$ cat src/rtl/bcd_scan_counter.sv
// bcd_scan_counter
// Four-digit BCD up-counter (0000..9999) with a time-multiplexed digit
// scanner that feeds a combinational BCD-to-7-segment decoder one digit
// at a time and drives the matching active-low digit anode.
//
// Ports:
//   clk        system clock, rising edge
//   rst        synchronous active-high reset, highest priority
//   en         count enable; prescaler and digits hold when low
//   clr        synchronous clear of digits and tick prescaler
//   blank_lz   1 = blank leading-zero digits (ones digit never blanked)
//   x3..x0     selected BCD digit to the decoder (registered)
//   an[3:0]    digit anodes, active-low, an[0] = ones (registered)
//   bcd[15:0]  {thousands, hundreds, tens, ones} digit registers
//   carry_out  one-cycle pulse after the 9999 -> 0000 rollover edge
module bcd_scan_counter #(
    parameter int unsigned TICK_DIV    = 100000000,
    parameter int unsigned REFRESH_DIV = 100000
) (
    input  logic        clk,
    input  logic        rst,
    input  logic        en,
    input  logic        clr,
    input  logic        blank_lz,
    output logic        x0,
    output logic        x1,
    output logic        x2,
    output logic        x3,
    output logic [3:0]  an,
    output logic [15:0] bcd,
    output logic        carry_out
);

    localparam int unsigned TICK_W = $clog2(TICK_DIV);
    localparam int unsigned REF_W  = $clog2(REFRESH_DIV);
    localparam int unsigned NDIG   = 4;

    logic [TICK_W-1:0] r_tick_cnt;
    logic [REF_W-1:0]  r_ref_cnt;
    logic [1:0]        r_idx;
    logic [3:0]        r_digit [NDIG];
    logic              r_carry;
    logic [3:0]        r_an;
    logic [3:0]        r_x;

    logic              w_tick;
    logic              w_ref_wrap;
    logic [NDIG-1:0]   w_is9;
    logic [NDIG-1:0]   w_zero;
    logic [NDIG-1:0]   w_carry_in;
    logic              w_rollover;
    logic [3:0]        w_digit_inc [NDIG];
    logic              w_blank;

    assign w_tick     = en && (r_tick_cnt == TICK_W'(TICK_DIV - 1));
    assign w_ref_wrap = (r_ref_cnt == REF_W'(REFRESH_DIV - 1));

    // Per-digit flags used by the ripple increment and the blanking logic.
    always_comb begin
        for (int i = 0; i < NDIG; i++) begin
            w_is9[i]  = (r_digit[i] == 4'd9);
            w_zero[i] = (r_digit[i] == 4'd0);
        end
    end

    // A digit receives a carry when every lower digit is 9.
    assign w_carry_in[0] = 1'b1;
    assign w_carry_in[1] = w_is9[0];
    assign w_carry_in[2] = w_is9[0] & w_is9[1];
    assign w_carry_in[3] = w_is9[0] & w_is9[1] & w_is9[2];
    assign w_rollover    = &w_is9;

    // Ripple BCD increment: a carried-into 9 wraps to 0, anything else +1.
    always_comb begin
        for (int i = 0; i < NDIG; i++) begin
            w_digit_inc[i] = r_digit[i];
            if (w_carry_in[i]) begin
                w_digit_inc[i] = w_is9[i] ? 4'd0 : (r_digit[i] + 4'd1);
            end
        end
    end

    // Slot is blank when it and every higher digit are zero.
    always_comb begin
        w_blank = 1'b0;
        case (r_idx)
            2'd1:    w_blank = w_zero[3] & w_zero[2] & w_zero[1];
            2'd2:    w_blank = w_zero[3] & w_zero[2];
            2'd3:    w_blank = w_zero[3];
            default: w_blank = 1'b0;
        endcase
        w_blank = w_blank & blank_lz;
    end

    // Tick prescaler, digit registers and rollover pulse.
    always_ff @(posedge clk) begin
        if (rst) begin
            r_tick_cnt <= '0;
            for (int i = 0; i < NDIG; i++) r_digit[i] <= 4'd0;
            r_carry    <= 1'b0;
        end else if (clr) begin
            r_tick_cnt <= '0;
            for (int i = 0; i < NDIG; i++) r_digit[i] <= 4'd0;
            r_carry    <= 1'b0;
        end else begin
            r_carry <= w_tick && w_rollover;
            if (en) begin
                r_tick_cnt <= w_tick ? '0 : (r_tick_cnt + TICK_W'(1));
            end
            if (w_tick) begin
                for (int i = 0; i < NDIG; i++) r_digit[i] <= w_digit_inc[i];
            end
        end
    end

    // Free-running refresh counter and scan index; ignores en and clr.
    always_ff @(posedge clk) begin
        if (rst) begin
            r_ref_cnt <= '0;
            r_idx     <= 2'd0;
        end else if (w_ref_wrap) begin
            r_ref_cnt <= '0;
            r_idx     <= r_idx + 2'd1;
        end else begin
            r_ref_cnt <= r_ref_cnt + REF_W'(1);
        end
    end

    // Registered scan outputs from the pre-edge index and digits.
    always_ff @(posedge clk) begin
        if (rst) begin
            r_an <= 4'b1110;
            r_x  <= 4'd0;
        end else if (w_blank) begin
            r_an <= 4'b1111;
            r_x  <= 4'd0;
        end else begin
            r_an <= ~(4'b0001 << r_idx);
            r_x  <= r_digit[r_idx];
        end
    end

    assign an        = r_an;
    assign {x3, x2, x1, x0} = r_x;
    assign bcd       = {r_digit[3], r_digit[2], r_digit[1], r_digit[0]};
    assign carry_out = r_carry;

endmodule
$ cat config.mk
export PLATFORM = sky130hd
export DESIGN_NAME = bcd_scan_counter
export DESIGN_NICKNAME = d
export VERILOG_FILES = /design/src/rtl/bcd_scan_counter.sv
export SDC_FILE = /design/constraint.sdc
export NUM_CORES = 1
export LEC_CHECK = 0
export CAP_MARGIN = 20
export CORE_MARGIN = 3
export CORE_UTILIZATION = 60
export CTS_CLUSTER_SIZE = 30
export DETAILED_ROUTE_END_ITERATION = 10
export PLACE_DENSITY = 0.94
export SYNTH_ARGS = -nofsm -noshare
export SYNTH_HDL_FRONTEND = slang
export SYNTH_SLANG_ARGS = --single-unit
$ cat constraint.sdc
create_clock -name clk -period 4.32 [get_ports clk]
set_input_delay 0.864 -clock clk [delete_from_list [all_inputs] [get_ports clk]]
set_output_delay 0.864 -clock clk [all_outputs]
set_load 0.02 [all_outputs]
# After elaboration in Yosys (flattened, before gate mapping)
# Memories as Yosys holds them, arrays and structs flattened. A register that Yosys moved wholly into a read port is not among the register bits.
# Index checks and enable logic that the tools add are counted.
word_totals:
  in_bits: 5
  wordCells: 74
  ff_bits: 51
  output_inout_bits: 25
  ram_bits: 16
  mem_count: 1
memory_table:
  columns: ["name", "depth", "word_bits", "read_ports", "rd_clocked_by_memory_dff", "wr", "line_no", "text"]
  rows:
  - ["r_digit", 4, 4, 5, 1, 4, "41", "logic [3:0] r_digit [NDIG];"]
op_classes:
  n_reduce_logical: 9
  n_mux: 27
  n_addsub: 7
  n_eq_ne: 9
  n_shift: 1
  n_bitwise: 14
op_table:
  columns: ["operator", "n"]
  rows:
  - ["4-bit two-way mux", 15]
  - ["27-bit by 1-bit adder with 27-bit output (second input constant)", 1]
  - ["27-bit == test (second input constant)", 1]
  - ["27-bit two-way mux", 1]
  - ["17-bit by 1-bit adder with 17-bit output (second input constant)", 1]
  - ["17-bit == test (second input constant)", 1]
  - ["4-bit by 1-bit adder with 4-bit output (second input constant)", 4]
  - ["4-bit == test (second input constant)", 4]
  - ["4-bit zero test", 3]
  - ["1-bit two-way mux", 10]
  - ["1-bit OR", 8]
  - ["2-bit OR reduction", 3]
  - ["1-bit AND", 5]
  - ["2-bit == test (second input constant)", 2]
  - ["4-bit NOT", 1]
  - ["4-bit AND reduction", 1]
  - ["1-bit by 2-bit << shifter with 4-bit output (first input constant)", 1]
  - ["1-bit case mux with 3 select lines", 1]
  - ["2-bit by 1-bit adder with 2-bit output (second input constant)", 1]
  - ["2-bit by 1-bit == test with 1-bit output (second input constant)", 1]
  - ["1-bit logical AND", 2]

# Logic depth before layout (Yosys ltp)
# Gate-level depths: netlist of run 1.
depth:
  word_depth: 7
  depth_mapped: 8
  ltp_nobuf: 6

# Least setup slack after synthesis of run 1
# OpenSTA, ideal clock, no wires.
synth_path:
  path_kind: "input to register"
  startpoint: "in en"
  endpoint: "mem r_digit[3][0] (enable)"
  path_stages: 6
  slack_ps: 1940
  setup_ps: 361
  arrival_ps: 2019
  n_path_buf: 2
  t_required_ps: 3959
  path_cell_list: "buf_4 and4_1 buf_2 and4_1 nand3_1 o21ai_0"
synth_lines:
  columns: ["element", "line_no", "text"]
  rows:
  - ["start: declaration", "22", "input logic en,"]
  - ["end: declaration", "41", null]

# Worst setup path after layout of run 1
layout_path:
  startpoint: "in en"
  endpoint: "reg r_tick_cnt[20]"
layout_between:
  elab_chain_cells: 2
layout_rtl:
  columns: ["element", "line_no", "text"]
  rows:
  - ["1-bit logical AND", "55", "assign w_tick = en && (r_tick_cnt == TICK_W'(TICK_DIV - 1));"]
  - ["27-bit two-way mux", "108", "r_tick_cnt <= w_tick ? '0 : (r_tick_cnt + TICK_W'(1));"]
  - ["end signal: assignment", "108", null]
  - ["end: declaration", "38", "logic [TICK_W-1:0] r_tick_cnt;"]
# Parallel ways exist; a longest one is shown, timed or not.
# A chain may end at the register's enable or synchronous reset.

==> results.json, run 1 <==
{
  "slowest_delay_ns": 0.76,
  "num_vias": 3129,
  "first_iter_violations": 222,
  "cp.required_ns": 4.54,
  "avgSynthCellArea_um2": 9.310,
  "place_ws_ns": 1.094,
  "status": "complete, no violations",
  "path_class": "in -> reg",
  "worst_pin_slew_ns": 0.9059,
  "ant_nets": 0,
  "max_slew_margin": 0.3960,
  "firstDrtPassIters": 5,
  "cp_top_family": "buffers and inverters",
  "synth_nets": 415,
  "fillers": 400,
  "hold_viol": 0,
  "synth_seq_cells": 71,
  "stdcell_count": 493,
  "leakagePower_nw": 1.381,
  "grt_pass1_vias": 2967,
  "num_rows": 27,
  "p_int_mw": 0.9515,
  "yosys-top-cells-area": "dfxtp_1 (32%), edfxtp_1 (9.8%), ha_1 (5.1%)",
  "dp_hpwl_mm": 5.541,
  "crit_path_start_kind": "primary input",
  "core_mm2": 0.005709,
  "grt_pass1_wl_mm": 13.43,
  "grt_usage": 0.2334,
  "die_area_mm2": 0.007104,
  "period_needed_ns": 2.935,
  "ir_drop_v": 0.0001813,
  "switching_power_mw": 0.2951,
  "power.density_mw_per_mm2": 302.9,
  "die_h_um": 84.29,
  "yosys_warnings": 0,
  "combPwrFrac": 0.057,
  "setup_viol": 0,
  "syn_to_final_growth_pct": 11.91,
  "place_inst": 477,
  "initial_core_util": 0.6441,
  "numCtsBuffers": 9,
  "clk_latency_ns": 0.35,
  "skew_ns": 0.008389,
  "synth.largest_area_cell": "dfxtp_1",
  "netlist_area_mm2": 0.003677,
  "wl_per_cell_um": 16.41,
  "setup_tns_ns": 0,
  "async_reset_ff_frac": 0,
  "fin_util": 0.7208,
  "layout-drive-gt1-share": 0.06888,
  "synth.distinct_cells": 51,
  "maxSlewViolCount": 0,
  "grt_max_degree": 29,
  "seqPwrFrac": 0.559,
  "ys_seq_area_frac": 0.4192,
  "die_x_um": 84.29,
  "cts_buffer_depth": 2,
  "ys_top_cells_by_count": "dfxtp_1 (59), nor2_1 (40), nand2_1 (29)",
  "portBuffers": 29,
  "path_max_fanout": 21,
  "diodes": 0,
  "root_buffer": "clkbuf_8",
  "path_clk_slew_ns": 0.07,
  "drv_cap": 0,
  "cts_sinks": 71,
  "pin_count": 30,
  "switching_share": 0.2367,
  "ctsResizeCount": 0,
  "htreeDepth": 3,
  "clock.fmax_mhz": 340.7,
  "synth.top_cell.area_share": 0.3212,
  "hp-class": "reg -> reg",
  "grt_antenna_before_repair": 0,
  "yosysMostFrequentCell": "dfxtp_1",
  "end_kind": "flip-flop",
  "synth_edf_count": 12,
  "vias_per_cell": 6.347,
  "place_congestion": 0.9329,
  "rsz0062_at_grt": "false",
  "synth_flop_cell": "dfxtp_1",
  "slowest_stage": "o21ai_2",
  "hold_buffers": 0,
  "p_clk_frac": 0.384,
  "drc": 0,
  "cts_tree": "done",
  "overflow": 0,
  "hold_ws_ns": 0.4781,
  "finalCritPeriodShare": 0.6793,
  "drt_wl_total_mm": 8.090,
  "cp_data_arrival_time_ns": 3.16,
  "cts_setup_buffers": 0,
  "path_buf_inv": 2,
  "netlist_instances": 395,
  "path_cells": "clkdlybuf4s50_1, and4_1, nand4_1, o21ai_2, buf_4, a21oi_1",
  "worst_slack_ns": 1.385,
  "nNetsFinal": 436
}
## final cells by class
cell class                 instances  area (µm²)  area share
multi-input combinational        290        1957      0.4755
sequential                        71        1541      0.3746
tap                               72       90.09     0.02189
clock inverter                     3       17.52    0.004257
clock buffer                      13       158.9     0.03861
timing repair buffer              30       297.8     0.07236
inverter                          14       52.55     0.01277
## flip-flops by register name, summed over array words and instances, names as in the netlist
signal	flops
r_digit	16
an	4
r_x	4
r_ref_cnt	17
carry_out	1
r_idx	2
r_tick_cnt	27
## final timing paths
check	startpoint	endpoint	slack (ns)	cells after the start
max	en	r_tick_cnt[20]	1.39	6
min	r_ref_cnt[0]	r_ref_cnt[0]	0.48	1
max reg2reg	r_digit[0][1]	r_digit[3][0]	1.95	6
min reg2reg	r_ref_cnt[0]	r_ref_cnt[0]	0.48	1
## placed cells by master, fill, tap and decap left out, types with 3 or more instances in the layout
cell type	Yosys	layout
nand4_1	13	13
or4_1	13	13
nand2_1	29	29
o31ai_1	13	13
ha_1	15	15
mux2i_1	5	5
xnor2_1	14	14
inv_1	14	14
dfxtp_1	59	59
or3_1	6	6
clkdlybuf4s50_1	0	29
nor2_1	40	40
o21ai_0	9	9
nand2b_1	5	5
edfxtp_1	12	12
nand3b_1	3	3
mux4_2	4	4
nand3_1	20	20
xor2_1	14	14
nor4_1	6	6
nor2b_1	6	6
nand4_2	3	3
and4_1	10	10
a21oi_1	24	24
clkbuf_8	1	11
nor3_1	9	9
## routing by layer
| metal | track usage | vias up | share of wire |
|---|---|---|---|
| li1 | - | 1483 | - |
| met1 | 0.2793 | 1466 | 0.41 |
| met2 | 0.3852 | 148 | 0.48 |
| met3 | 0.05005 | 32 | 0.064 |
| met4 | 0.1374 | 0 | 0.043 |
| met5 | 0 | - | 0 |
## stage by stage
step | instance area (µm²) | total power, mW
floorplan | 3677 | 0.7525
global placement | 3939 | 0.7770
detailed placement | 3939 | 0.7815
CTS | 4115 | 1.249
global route | 4115 | 1.282
finish | 4115 | 1.247
## power by group through the flow
stage	registers (mW)	clock network [mW]	logic, mW
finish	0.697	0.478	0.0714
global route	0.698	0.506	0.0774
CTS	0.697	0.481	0.0711
detailed placement	0.711	0	0.0700
global placement	0.710	0	0.0671
floorplan	0.716	0	0.0365
## kinds of logic (layout without fill, tap and decap cells)
logic type	count (synthesis)	after routing	share of synthesized area
adders and majority gates	15	15	0.05104
DFF	71	71	0.4192
xor gates and xnor gates	28	28	0.06669
and+or+nand+nor	178	178	0.2736
AOI/OAI and AO/OA	59	59	0.09969
buffers and inverters	34	60	0.04865
muxes	10	10	0.04117
No activity file was read; power rests on OpenSTA's default activity.
==> run 2, diff against run 1 <==
CORE_UTILIZATION = 52   (was 60)
PLACE_DENSITY = 0.87   (was 0.94)
clock period = 2.4 ns   (was 4.32 ns; I/O delays follow)
==> results.json, run 2 (synthesis gave the netlist of run 1 again) <==
{
  "period_needed_ns": 2.075,
  "grt_antenna_before_repair": 0,
  "path_class": "in -> reg",
  "hold_buffers": 0,
  "die_area_mm2": 0.008117,
  "numCtsBuffers": 9,
  "cts_sinks": 71,
  "end_kind": "flip-flop",
  "ant_nets": 0,
  "grt_usage": 0.2012,
  "cts_tree": "done",
  "max_slew_margin": 0.6251,
  "grt_pass1_vias": 2941,
  "syn_to_final_growth_pct": 16.57,
  "clk_latency_ns": 0.35,
  "pin_count": 30,
  "num_vias": 3086,
  "overflow": 0,
  "portBuffers": 29,
  "grt_max_degree": 29,
  "core_mm2": 0.006832,
  "status": "complete, no violations",
  "diodes": 0,
  "cp.required_ns": 2.68,
  "die_h_um": 90.10,
  "dp_hpwl_mm": 5.634,
  "num_rows": 30,
  "root_buffer": "clkbuf_8",
  "top_register": "r_tick_cnt",
  "firstDrtPassIters": 5,
  "path_clk_slew_ns": 0.08,
  "nNetsFinal": 452,
  "drt_wl_total_mm": 7.755,
  "cts_buffer_depth": 2,
  "finalCritPeriodShare": 0.8646,
  "grt_pass1_wl_mm": 13.52,
  "hp-class": "reg -> reg",
  "first_iter_violations": 161,
  "crit_path_start_kind": "primary input",
  "layout_commonest_cell": "dfxtp_1",
  "setup_viol": 0,
  "hold_viol": 0,
  "rsz0062_at_grt": "false",
  "wl_per_cell_um": 14.55,
  "die_x_um": 90.10,
  "p_total_mw": 2.282,
  "path_max_fanout": 8,
  "skew_ns": 0.01108,
  "cp_data_arrival_time_ns": 2.35,
  "drv_cap": 0,
  "place_congestion": 0.8530,
  "cts_setup_buffers": 0,
  "vias_per_cell": 5.790,
  "worst_pin_slew_ns": 0.5624,
  "clock.fmax_mhz": 481.9,
  "fin_util": 0.6275,
  "power.density_mw_per_mm2": 532.4,
  "maxSlewViolCount": 0,
  "final_cell_mix": "dfxtp_1 (59), nor2_1 (40), nand2_1 (29), clkdlybuf4s50_1 (29), a21oi_1 (24)",
  "ir_drop_v": 0.0004038,
  "ctsResizeCount": 0,
  "initial_core_util": 0.5383,
  "htreeDepth": 3,
  "fillers": 563,
  "top_regs": "r_tick_cnt (27), r_ref_cnt (17), r_digit (16)",
  "layout-drive-gt1-share": 0.1076,
  "largest_reg_flops": 27,
  "leakagePower_nw": 1.460,
  "drc": 0
}
-- run 2: where the power goes --
part / internal (mW) / switching, mW
sequential: 1.23 / 0.0252
combinational: 0.0625 / 0.0729
clock: 0.397 / 0.498
-- run 2: cell type report --
cell class                      count  area, µm²  share of cell area
Clock buffer                        9      123.9             0.02890
Clock inverter                      7      61.31             0.01430
Inverter                           14      52.55             0.01226
Multi-Input combinational cell    290       1957              0.4565
Sequential cell                    71       1541              0.3596
Tap cell                           96      120.1             0.02802
Timing Repair Buffer               46      430.4              0.1004
-- run 2: path summary, 6_finish.rpt --
path	end	start	slack, ns	cells past startpoint
hold / removal	r_ref_cnt[0]	r_ref_cnt[0]	0.47	1
setup reg to reg	r_digit[2][1]	r_tick_cnt[0]	0.39	6
hold reg to reg	r_ref_cnt[0]	r_ref_cnt[0]	0.47	1
setup / recovery	r_tick_cnt[24]	en	0.32	5
-- run 2: worst max-delay path, cell delays in order --
cell and delay, ns:
clkdlybuf4s50_1 0.54, and4_1 0.32, nand4_1 0.31, or4_1 0.56, a21oi_1 0.15
-- run 2: through the flow --
step                      worst slack, ns  area [µm²]  setup TNS, ns  instances  hold WS, ns
after CTS                          0.3417        4287              0        533       0.4749
after global routing               0.1886        4287              0        533       0.4994
after global placement            0.04269        4101              0        517       0.4430
final                              0.3249        4287              0        533       0.4696
after detailed placement         -0.01418        4101       -0.01976        517       0.4560
after floorplan                    0.2411        3677              0        395       0.4297
-- run 2: per-layer routing --
| metal | global-route usage | wire (µm) |
|---|---|---|
| met5 | 0 | 0 |
| met4 | 0.06378 | 143 |
| met3 | 0.05356 | 477 |
| met2 | 0.3435 | 3912 |
| met1 | 0.2476 | 3221 |
==> run 3, diff against run 2 <==
CTS_CLUSTER_SIZE = 24   (was 30)
SLEW_MARGIN = 15   (was default)
==> results of run 3 <==
The final DEF is identical to that of run 2; final timing and power are the same.
